[config.mk]
export PLATFORM = sky130hd
export DESIGN_NAME = periph_tx_arbiter
export DESIGN_NICKNAME = d
export VERILOG_FILES = /design/src/rtl/ui_pkg.sv /design/src/rtl/rr_select.sv /design/src/rtl/periph_tx_arbiter.sv
export SDC_FILE = /design/constraint.sdc
export NUM_CORES = 1
export LEC_CHECK = 0
export BUFFER_PORTS_ARGS = -buffer_cell sky130_fd_sc_hd__buf_2
export CORE_MARGIN = 5
export CORE_UTILIZATION = 35
export DETAILED_ROUTE_END_ITERATION = 8
export PLACE_DENSITY_LB_ADDON = 0.25
export SETUP_SLACK_MARGIN = 0.2
export SLEW_MARGIN = 20
export SYNTH_ARGS = -nofsm -noshare
export SYNTH_HDL_FRONTEND = slang
export SYNTH_HIERARCHICAL = 1
export SYNTH_SLANG_ARGS = --single-unit
[constraint.sdc]
create_clock -name clk -period 2.1 [get_ports clk]
set_input_delay 0.42 -clock clk [delete_from_list [all_inputs] [get_ports clk]]
set_output_delay 0.42 -clock clk [all_outputs]
set_load 0.01 [all_outputs]
[src/rtl/ui_pkg.sv]
// Shared types and header-word layout for the peripheral TX arbiter.
package ui_pkg;

  typedef enum logic [1:0] {
    IDLE = 2'd0,
    HDR  = 2'd1,
    DATA = 2'd2
  } state_e;

  localparam logic [7:0]  HDR_MAGIC     = 8'hA5;
  localparam int unsigned HDR_MAGIC_LSB = 24;
  localparam int unsigned HDR_ID_LSB    = 16;
  localparam int unsigned HDR_ID_W      = 4;
  localparam int unsigned HDR_LEN_LSB   = 0;
  localparam int unsigned HDR_LEN_W     = 16;

  // Assemble the burst header: magic | 4'h0 | peripheral id | burst length.
  function automatic logic [31:0] make_hdr(input logic [HDR_ID_W-1:0]  id,
                                           input logic [HDR_LEN_W-1:0] len);
    logic [31:0] w;
    w = '0;
    w[HDR_MAGIC_LSB +: 8]      = HDR_MAGIC;
    w[HDR_ID_LSB +: HDR_ID_W]  = id;
    w[HDR_LEN_LSB +: HDR_LEN_W] = len;
    return w;
  endfunction

endpackage

[src/rtl/rr_select.sv]
// Round-robin requester search: first set request at or after ptr, modulo N.
module rr_select #(
  parameter int unsigned N     = 4,
  parameter int unsigned IDX_W = (N > 1) ? $clog2(N) : 1
) (
  input  logic [N-1:0]     req_i,
  input  logic [IDX_W-1:0] ptr_i,
  output logic             found_o,
  output logic [IDX_W-1:0] idx_o
);

  // Walk N candidates starting at ptr; the first hit wins.
  always_comb begin
    int unsigned j;
    found_o = 1'b0;
    idx_o   = '0;
    for (int unsigned k = 0; k < N; k++) begin
      j = 32'(ptr_i) + k;
      if (j >= N) j = j - N;
      if (!found_o && req_i[IDX_W'(j)]) begin
        found_o = 1'b1;
        idx_o   = IDX_W'(j);
      end
    end
  end

endmodule

[src/rtl/periph_tx_arbiter.sv]
// Round-robin arbiter merging peripheral TX FIFOs into one header-framed
// word stream for the FT601 host-bound path.
module periph_tx_arbiter
  import ui_pkg::*;
#(
  parameter int unsigned NUM_PERIPHS = 4,
  parameter int unsigned MAX_BURST   = 16,
  parameter int unsigned LVL_W       = 16
) (
  input  logic                         clk,
  input  logic                         rst_l,
  input  logic                         enable,
  input  logic [NUM_PERIPHS-1:0]       periph_valid,
  input  logic [NUM_PERIPHS*LVL_W-1:0] periph_level,
  input  logic [NUM_PERIPHS*32-1:0]    periph_data,
  input  logic [NUM_PERIPHS*4-1:0]     periph_be,
  output logic [NUM_PERIPHS-1:0]       periph_pop,
  output logic [31:0]                  data_o,
  output logic [3:0]                   be_o,
  output logic                         periph_data_available,
  input  logic                         read_periph_data,
  output logic                         busy,
  output logic [3:0]                   grant_id
);

  localparam int unsigned IDX_W = $clog2(NUM_PERIPHS);
  localparam int unsigned LEN_W = 16;

  state_e             state_q, state_d;
  logic [IDX_W-1:0]   rr_q, rr_d;
  logic [IDX_W-1:0]   grant_q, grant_d;
  logic [LEN_W-1:0]   len_q, len_d;
  logic [LEN_W-1:0]   cnt_q, cnt_d;

  logic [LVL_W-1:0]   lvl_arr  [NUM_PERIPHS];
  logic [31:0]        data_arr [NUM_PERIPHS];
  logic [3:0]         be_arr   [NUM_PERIPHS];
  logic [NUM_PERIPHS-1:0] req;
  logic               sel_found;
  logic [IDX_W-1:0]   sel_idx;
  logic [LVL_W-1:0]   sel_lvl;

  // Unpack the flat per-peripheral buses and form the request vector.
  always_comb begin
    for (int unsigned i = 0; i < NUM_PERIPHS; i++) begin
      lvl_arr[i]  = periph_level[i*LVL_W +: LVL_W];
      data_arr[i] = periph_data[i*32 +: 32];
      be_arr[i]   = periph_be[i*4 +: 4];
      req[i]      = (periph_level[i*LVL_W +: LVL_W] != '0);
    end
  end

  rr_select #(
    .N     (NUM_PERIPHS),
    .IDX_W (IDX_W)
  ) u_rr_select (
    .req_i   (req),
    .ptr_i   (rr_q),
    .found_o (sel_found),
    .idx_o   (sel_idx)
  );

  assign sel_lvl = lvl_arr[sel_idx];

  // State and counter registers; reset abandons any burst in flight.
  always_ff @(posedge clk or negedge rst_l) begin
    if (!rst_l) begin
      state_q <= IDLE;
      rr_q    <= '0;
      grant_q <= '0;
      len_q   <= '0;
      cnt_q   <= '0;
    end else begin
      state_q <= state_d;
      rr_q    <= rr_d;
      grant_q <= grant_d;
      len_q   <= len_d;
      cnt_q   <= cnt_d;
    end
  end

  // Next-state and output mux; availability never depends on read_periph_data.
  always_comb begin
    state_d               = state_q;
    rr_d                  = rr_q;
    grant_d               = grant_q;
    len_d                 = len_q;
    cnt_d                 = cnt_q;
    periph_pop            = '0;
    data_o                = '0;
    be_o                  = '0;
    periph_data_available = 1'b0;
    busy                  = 1'b0;

    unique case (state_q)
      IDLE: begin
        if (enable && sel_found) begin
          grant_d = sel_idx;
          len_d   = (32'(sel_lvl) > 32'(MAX_BURST)) ? LEN_W'(MAX_BURST) : LEN_W'(sel_lvl);
          state_d = HDR;
        end
      end
      HDR: begin
        busy                  = 1'b1;
        periph_data_available = 1'b1;
        be_o                  = 4'hF;
        data_o                = make_hdr(4'(grant_q), len_q);
        if (read_periph_data) begin
          cnt_d   = len_q;
          state_d = DATA;
        end
      end
      DATA: begin
        busy                  = 1'b1;
        periph_data_available = periph_valid[grant_q];
        data_o                = data_arr[grant_q];
        be_o                  = be_arr[grant_q];
        if (periph_valid[grant_q] && read_periph_data) begin
          periph_pop[grant_q] = 1'b1;
          cnt_d               = cnt_q - LEN_W'(1);
          if (cnt_q == LEN_W'(1)) begin
            state_d = IDLE;
            rr_d    = (grant_q == IDX_W'(NUM_PERIPHS - 1)) ? '0 : grant_q + IDX_W'(1);
          end
        end
      end
      default: state_d = IDLE;
    endcase
  end

  assign grant_id = 4'(grant_q);

endmodule

==> flow_metrics.tcl <==
set metrics [dict create \
    cts_buffer_depth 2 \
    netlist_instances 380 \
    crit_path_start_kind "input port" \
    synth_edf_count 0 \
    cts_sinks 38 \
    track_usage_pct 25.8 \
    seq_power_share_pct 16.1 \
    cap_violations 0 \
    end_kind "flip-flop" \
    p_switching_mw 2.72 \
    drc 0 \
    globalplace.congestion 0.997 \
    layout-drive-gt1-share_pct 70.9 \
    antenna_found_initial 7 \
    rsz0062_at_grt "true" \
    drt_first_pass_iters 6 \
    max_freq_mhz 379 \
    r2r.worst_path.cells 7 \
    crit_path_max_incr_delay_ns 0.53 \
    grt_pass1_wl_um 26200 \
    status "finished with violations" \
    max-vdd-ir-drop_mv 0.477 \
    synthArstFlopShare_pct 100 \
    hpwlAfterDp_um 13400 \
    swShare_pct 38.5 \
    ys_types 57 \
    synth-main-ff-cell "dfrtp_1" \
    layout_common_cells "237 x buf_2, 65 x buf_4, 50 x buf_6, 40 x mux4_2, 36 x dfrtp_1" \
    core_area_um2 10300 \
    antenna_left 0 \
    die_y_um 112 \
    pre_cts_slack_ns -0.979 \
    fin_crit_sh_pct 126 \
    drt_iter0_drc 337 \
    rows 37 \
    dp.cells 807 \
    clock-root-buffer "clkbuf_8" \
    powerDensity_nw_per_um2 1010 \
    clkPwrFrac_pct 10.9 \
    avgSynthCellArea_um2 9.67 \
    r2r-start "grant_q[0]" \
    cts_htree_levels 2 \
    setup_viol 54 \
    fp.dieW_um 112 \
    timing.final.ws_setup_ns -0.539 \
    vias 4823 \
    slowest_stage "or4_1" \
    drv_slew 0 \
    synth_warnings 6 \
    cpLargestDelayFamily "simple AND/OR/NAND/NOR gates" \
    grt_overflow 0 \
    die-area_um2 12600 \
    ys_seq_area_share_pct 25.9 \
    period_minus_slack_ns 2.64 \
    drt-wirelength-per-cell_um 20.3 \
    layout_commonest_cell "buf_2" \
    design.portCount 262 \
    r2r_end "rr_q[1]" \
    hold_viol 0 \
    initial_core_util_pct 35.8 \
    worst-path-buf-inv 5 \
    r2r_slack_ns 0.01 \
    clock_latency_ns 0.29 \
    crit_fanout 6 \
    fin_skew_ns 0.00417 \
    pwr-share-comb_pct 73.0 \
    nNetsFinal 960 \
    yosys_register_bits 38 \
    syn_area_um2 3670 \
    critPathKind "in -> reg" \
    worstPathArrival_ns 2.86 \
    grt_max_degree 23 \
    tns_ns -8.68 \
    viasPerCell 5.54 \
    stdcell_count 871 \
    cts_tree "built" \
    num_antenna_cells 0 \
    grt_pass1_vias 4970 \
    p_int_mw 4.34 \
    clkTransAtPathRegs_ns 0.08 \
    failed_checks "setup timing" \
    required_ns 2.33 \
    drt_wl_total_um 17700 \
    hold_path.class "in -> async" \
    port_buffers 259 \
    worstPathCellList "buf_2 > or4_1 > nor2_1 > nand4_1 > inv_1 > a221o_1 > a21oi_4 > buf_4 > buf_6 > inv_1 > mux4_2 > nand4_1 > a21boi_1" \
    p_leak_nw 3.34 \
    cts_made_buffers 5 \
    syn2layout_area_growth_pct 90.2 \
]
-- power by group through the flow --
stage                     combinational [mW]  clock (mW)  sequential (mW)
final                                   5.14       0.771             1.14
after floorplan                         2.06           0             1.11
after detailed placement                3.25           0             1.13
after global routing                    5.49       0.808             1.16
after global placement                  3.19           0             1.12
after CTS                               4.52       0.761             1.11
-- what timing repair did --
action | 4_1_cts | 5_1_grt
hold endpoints to repair | 0 | 0
setup endpoints to repair | 68 | 76
gates cloned | 5 | 2
hold buffers | 0 | 0
pin swaps | 34 | 39
gates resized for setup | 82 | 100
buffers inserted | 30 | 19
-- registers in the layout, summed over array words and instances, names as in the netlist --
name     flops
len_q       16
rr_q         2
grant_q      2
cnt_q       16
state_q      2
-- cell usage after synthesis (all sizes together) (2+ instances only) --
library cell | number | area, um2
or3 | 4 | 26.3
or2 | 2 | 12.5
a31oi | 2 | 12.5
clkbuf | 14 | 52.6
mux4 | 40 | 901
a311oi | 2 | 17.5
o32ai | 2 | 17.5
nor2 | 33 | 124
a22oi | 2 | 15.0
mux2 | 2 | 22.5
o21a | 4 | 30.0
a21oi | 13 | 65.1
and2 | 27 | 169
nand2b | 4 | 25.0
a2bb2oi | 3 | 26.3
o21ai | 20 | 104
nor4 | 14 | 93.8
nand3b | 2 | 15.0
nand3 | 10 | 50.1
ha | 10 | 125
and3 | 2 | 12.5
inv | 19 | 71.3
nor3 | 7 | 35.0
mux2i | 6 | 60.1
buf | 14 | 78.8
nor3b | 2 | 15.0
dfrtp | 38 | 951
o31ai | 4 | 30.0
nand2 | 31 | 116
a221o | 2 | 21.3
or4 | 4 | 30.0
nand4 | 9 | 56.3
o221a | 4 | 45.0
a22o | 15 | 131
-- worst max path at each step --
stage | start | to | slack, ns | depth (start not counted)
after floorplan | periph_level[4] | len_q[4] | -0.69 | 10
after global placement | periph_level[36] | len_q[4] | -0.88 | 10
after detailed placement | periph_level[36] | len_q[4] | -0.98 | 10
after CTS | periph_level[36] | len_q[4] | -0.55 | 10
after global routing | periph_level[2] | len_q[4] | -0.68 | 12
final | periph_level[20] | len_q[4] | -0.54 | 13
-- final cells by class --
| class | instances | area, um2 |
|---|---|---|
| Multi-Input combinational cell | 297 | 2970 |
| Inverter | 19 | 76.3 |
| Timing Repair Buffer | 373 | 2690 |
| Sequential cell | 38 | 953 |
| Clock buffer | 5 | 68.8 |
| Clock inverter | 3 | 68.8 |
| Fill cell | 825 | 3290 |
| Tap cell | 136 | 170 |
-- per-layer routing --
layer  track usage, %  routed length [um]  vias to the layer above
li1                 -                   -                     2177
met1             30.5                6530                     2339
met2             46.3                9160                      240
met3             7.71                1440                       53
met4             5.45                 478                       14
met5                0                  98                        -
-- through the flow --
| stage | util (%) | power, mW | area (um2) | hold slack (ns) |
|---|---|---|---|---|
| 2_1_floorplan | - | 3.16 | 3770 | 0.124 |
| 3_3_place_gp | 54.1 | 4.31 | 5560 | 0.361 |
| 3_5_place_dp | 54.1 | 4.38 | 5560 | 0.374 |
| 4_1_cts | 62.5 | 6.40 | 6420 | 0.0554 |
| 5_1_grt | 68.0 | 7.46 | 6990 | 0.0660 |
| 6_report | 68.0 | 7.05 | 6990 | 0.0474 |
-- logic make-up (layout without fill, tap and decap cells) --
group	count (synthesis)	in the layout	share of synthesized area [%]
other cells	1	2	0.102
simple gates	154	154	22.1
compound gates	82	83	16.3
buf+inv	47	400	5.52
flops	38	38	25.9
mux	48	48	26.8
fa+ha+maj	10	10	3.40
Power figures use the tool's default switching activity.
